`src/rtl/ex_muldiv.sv`:
```
// ex_muldiv: iterative multiply/divide unit with architectural HI/LO, EX stage.
//   clk, reset   : clock, asynchronous active-high reset
//   start, md_op : op valid + code (0 mult,1 multu,2 div,3 divu,4 mthi,5 mtlo,6-7 nop)
//   a, b         : rs / rt operands after forwarding
//   busy         : multi-cycle op in flight (hazard logic stalls on start|busy)
//   hi, lo       : architectural HI / LO
// Optional feature: define EX_MULDIV_DIV_EN to build div/divu; otherwise they are
// no-ops and no divider is built.
module ex_muldiv #(
  parameter int MULT_CYCLES = 5,
  parameter int DIV_CYCLES  = 10
) (
  input  logic        clk,
  input  logic        reset,
  input  logic        start,
  input  logic [2:0]  md_op,
  input  logic [31:0] a,
  input  logic [31:0] b,
  output logic        busy,
  output logic [31:0] hi,
  output logic [31:0] lo
);

  typedef enum logic {IDLE, RUN} state_t;

  state_t      state, state_n;
  logic [3:0]  cnt, cnt_n;
  logic [31:0] hi_n, lo_n;
  logic        latch;
  logic [31:0] a_q, b_q;
  logic        sgn_q;          // signed op (mult/div)
  logic        div_q;          // latched op is a divide
  logic [63:0] result;
  logic        wr_en;

  // Sign/zero extend to 64 bits: the low 64 bits of the product are then
  // correct for both signed and unsigned operands.
  logic [63:0] mul_res;
  assign mul_res = {{32{sgn_q & a_q[31]}}, a_q} * {{32{sgn_q & b_q[31]}}, b_q};

`ifdef EX_MULDIV_DIV_EN
  // Divide on magnitudes, then fix signs: quotient truncates toward zero,
  // remainder follows the dividend. 0x80000000 / -1 falls out as 0x80000000.
  logic        a_neg, b_neg;
  logic [31:0] ua, ub, ub_safe, uq, ur, q, r;
  assign a_neg   = sgn_q & a_q[31];
  assign b_neg   = sgn_q & b_q[31];
  assign ua      = a_neg ? (32'd0 - a_q) : a_q;
  assign ub      = b_neg ? (32'd0 - b_q) : b_q;
  assign ub_safe = (ub == 32'd0) ? 32'd1 : ub;   // result discarded when b==0
  assign uq      = ua / ub_safe;
  assign ur      = ua % ub_safe;
  assign q       = (a_neg ^ b_neg) ? (32'd0 - uq) : uq;
  assign r       = a_neg ? (32'd0 - ur) : ur;
  assign result  = div_q ? {r, q} : mul_res;
  assign wr_en   = !(div_q && (b_q == 32'd0));
`else
  logic unused_div_cfg;
  assign unused_div_cfg = (DIV_CYCLES != 0);
  assign result = mul_res;
  assign wr_en  = 1'b1;
`endif

  assign busy = (state == RUN);

  always_comb begin
    state_n = state;
    cnt_n   = cnt;
    hi_n    = hi;
    lo_n    = lo;
    latch   = 1'b0;
    case (state)
      IDLE: if (start) begin
        case (md_op)
          3'd0, 3'd1: begin
            state_n = RUN;
            cnt_n   = 4'(MULT_CYCLES);
            latch   = 1'b1;
          end
`ifdef EX_MULDIV_DIV_EN
          3'd2, 3'd3: begin
            state_n = RUN;
            cnt_n   = 4'(DIV_CYCLES);
            latch   = 1'b1;
          end
`endif
          3'd4:    hi_n = a;
          3'd5:    lo_n = a;
          default: ;
        endcase
      end
      RUN: begin
        cnt_n = cnt - 4'd1;
        if (cnt == 4'd1) begin
          state_n = IDLE;
          if (wr_en) begin
            hi_n = result[63:32];
            lo_n = result[31:0];
          end
        end
      end
      default: state_n = IDLE;
    endcase
  end

  always_ff @(posedge clk or posedge reset) begin
    if (reset) begin
      state <= IDLE;
      cnt   <= 4'd0;
      hi    <= 32'd0;
      lo    <= 32'd0;
    end else begin
      state <= state_n;
      cnt   <= cnt_n;
      hi    <= hi_n;
      lo    <= lo_n;
    end
  end

  always_ff @(posedge clk or posedge reset) begin
    if (reset) begin
      a_q   <= 32'd0;
      b_q   <= 32'd0;
      sgn_q <= 1'b0;
      div_q <= 1'b0;
    end else if (latch) begin
      a_q   <= a;
      b_q   <= b;
      sgn_q <= ~md_op[0];
      div_q <= md_op[1];
    end
  end

endmodule

```
`config.mk`:
```
export PLATFORM = sky130hd
export DESIGN_NAME = ex_muldiv
export DESIGN_NICKNAME = d
export VERILOG_FILES = /design/src/rtl/ex_muldiv.sv
export SDC_FILE = /design/constraint.sdc
export NUM_CORES = 2
export LEC_CHECK = 0
export CAP_MARGIN = 30
export CORE_MARGIN = 2
export CORE_UTILIZATION = 60
export DETAILED_ROUTE_END_ITERATION = 12
export GPL_TIMING_DRIVEN = 0
export PLACE_DENSITY = 0.82
export RECOVER_POWER = 25
export SLEW_MARGIN = 30
export SYNTH_ARGS = -nofsm -noshare
export SYNTH_HDL_FRONTEND = slang
export SYNTH_SLANG_ARGS = --single-unit
```
`constraint.sdc`:
```
create_clock -name clk -period 10.4 [get_ports clk]
set_input_delay 1.04 -clock clk [delete_from_list [all_inputs] [get_ports clk]]
set_output_delay 1.04 -clock clk [all_outputs]
set_load 0.1 [all_outputs]
```
==> reports/results.txt <==
Status -> complete, but fails checks
Violated checks -> capacitance limit, slew limit
Root buf cell -> clkbuf_16
Critical Path RT -> 10.72 ns
Final net count -> 6230
Final Hold Vio Count -> 0
Arrival @ worst endpoint -> 10.07 ns
Die area -> 74600 um2
Synth Register Bits -> 134
Port bufs -> 134
Largest net degree at the start of global routing -> 84
Routed wire length -> 151000 um
Crit path buf inv count -> 10
Area delta synth->final -> 7.41%
Post-CTS Setup Inserts -> 0
Setup crit end kind -> flop
Initial antenna violation count -> 11
Initial drt markers -> 3553
Final setup viols -> 0
Ys Warns -> 0
Commonest non-fill, non-tap cell in the layout -> inv_1
Syn_area_per_cell -> 9.31 um2
CTS buffer count -> 17
Final ANT Viol Nets -> 0
Crit-path slowest cell -> fa_1
Detailed Place HPWL -> 127000 um
Critical path type -> flop to flop
Grt ovf -> 0
CP delay by family, top -> adder cells
WL/cell -> 26.1 um
Tmin final -> 9.75 ns
CP max stage delay -> 0.94 ns
Share of cells above drive strength 1 -> 0.0304
GPL Wtd Cong -> 1.08
Measured slew at the worst slew-check pin -> 4.95 ns
Commonest non-fill, non-tap cells in the layout -> inv_1 (1134), fa_1 (1124), nand2_1 (787), and2_1 (347), clkbuf_1 (250)
Post-synth EDFFs -> 0
Top Ports -> 135
Slew headroom -> -2.30
Synth cell types -> 72
Setup Skew -> 0.0246 ns
Crit-path max FO -> 10
Register area share after synthesis -> 0.0772
Async S/R FF share, synth -> 1.00
Worst Hold Class -> flop to flop
Die Height -> 273 um
Synthesized cell area -> 43400 um2
Initial Util -> 0.606
Clock-pin slew on the worst setup and hold paths -> 0.08 ns
Fin. max-slew vios -> 137
Clock latency on the worst-skew pair -> 0.47 ns
Primary FF master, synth -> dfrtp_1
Vias per cell -> 5.90
Syn nets -> 6072
H-tree levels -> 4
Clk buf depth -> 2
Unrepaired setup endpoints after global routing -> no
GRT Total Usage -> 0.425
Final worst-path cycle share -> 0.937
Vias -> 34200
Cell Rows -> 98
Mapped Cells -> 4663
CTS tree -> built
Setup TNS -> 0 ns
First-pass GRT wire length -> 227000 um
Fmax achieved -> 0.103 GHz
CP Launch Type -> flop
TritonRoute pass-1 iters -> 6
DRC -> 0
Max-cap violations -> 2
Vias in the first global route -> 36400
Most common cell on crit path -> fa_1
Width of the die -> 273 um
Core area -> 71600 um2
Clock Sinks -> 134
-- stage by stage --
step / setup slack, ns / area [um2] / util / hold slack, ns / instances
floorplan: 2.55 / 43400 / - / 0.472 / 4663
global route: 0.232 / 46600 / 0.651 / 0.508 / 5785
CTS: 0.424 / 46600 / 0.651 / 0.488 / 5781
global placement: 0.543 / 46000 / 0.642 / 0.462 / 5747
detailed placement: 0.532 / 46000 / 0.643 / 0.472 / 5749
finish: 0.655 / 46600 / 0.651 / 0.486 / 5793
-- timing repair --
| action | CTS | global route |
|---|---|---|
| gates resized for setup | 0 | 2 |
| setup endpoints to repair | 0 | 2 |
| hold buffers | 0 | 0 |
-- worst reg2reg max path: cells and delay by family (launching register included) --
family	cells	cell delay, ns
DFF	1	0.32
buffers and inverters	10	2.18
adders and majority gates	9	4.83
AOI/OAI and AO/OA	3	0.73
and+or+nand+nor	5	1.25
xor gates and xnor gates	1	0.31
-- flip-flops by register name (all words and copies together), names as in the netlist --
register / cells
hi: 32
a_q: 32
b_q: 32
lo: 32
cnt: 4
busy: 1
sgn_q: 1
-- worst paths after layout --
check,from,end,slack [ns],depth (start not counted)
min reg2reg,hi[12],hi[12],0.49,2
max,a_q[31],hi[27],0.65,28
max reg2reg,a_q[31],hi[27],0.65,28
min in group asynchronous,reset,hi[13],1.71,2
min,hi[12],hi[12],0.49,2
max in group asynchronous,reset,a_q[16],3.14,3
-- synth_stat cells, drive strengths merged, types with 29 or more instances --
master	count	area share
nand2	787	0.068
clkbuf	263	0.023
and3	29	0.0042
a21oi	102	0.012
nor2	86	0.0074
and2	347	0.050
dfrtp	134	0.077
mux2	65	0.017
a21o	31	0.0056
xnor2	53	0.011
fa	1125	0.52
inv	1135	0.098
ha	214	0.062
o21ai	75	0.0087
-- cell families after synthesis --
kind of cell | count (synthesis) | share of synthesized area
AO/OA/AOI/OAI | 309 | 0.0459
XOR/XNOR | 72 | 0.0145
adder cells (fa/ha/maj) | 1339 | 0.580
buffers and inverters | 1403 | 0.121
flip-flops | 134 | 0.0772
multiplexers | 81 | 0.0205
AND/OR/NAND/NOR | 1325 | 0.140
-- per-layer routing --
| layer | share of wire | global-route usage |
|---|---|---|
| met5 | 0.00038 | 0 |
| met4 | 0.094 | 0.319 |
| met3 | 0.13 | 0.128 |
| met2 | 0.43 | 0.620 |
| met1 | 0.35 | 0.536 |
-- cell type report --
type                       instances  area (um2)
multi-input combinational       3126       34800
clock inverter                    15         179
timing repair buffer             139        1380
tap                              950        1190
clock buffer                      17         425
inverter                        1136        4270
antenna                            9        22.5
sequential                       134        3350
fill                            5875       25000
buffer                           267        1030
Power is left out: the tool's default activity adds up to more than one toggle a clock period on the data nets, which glitch-free logic cannot reach.
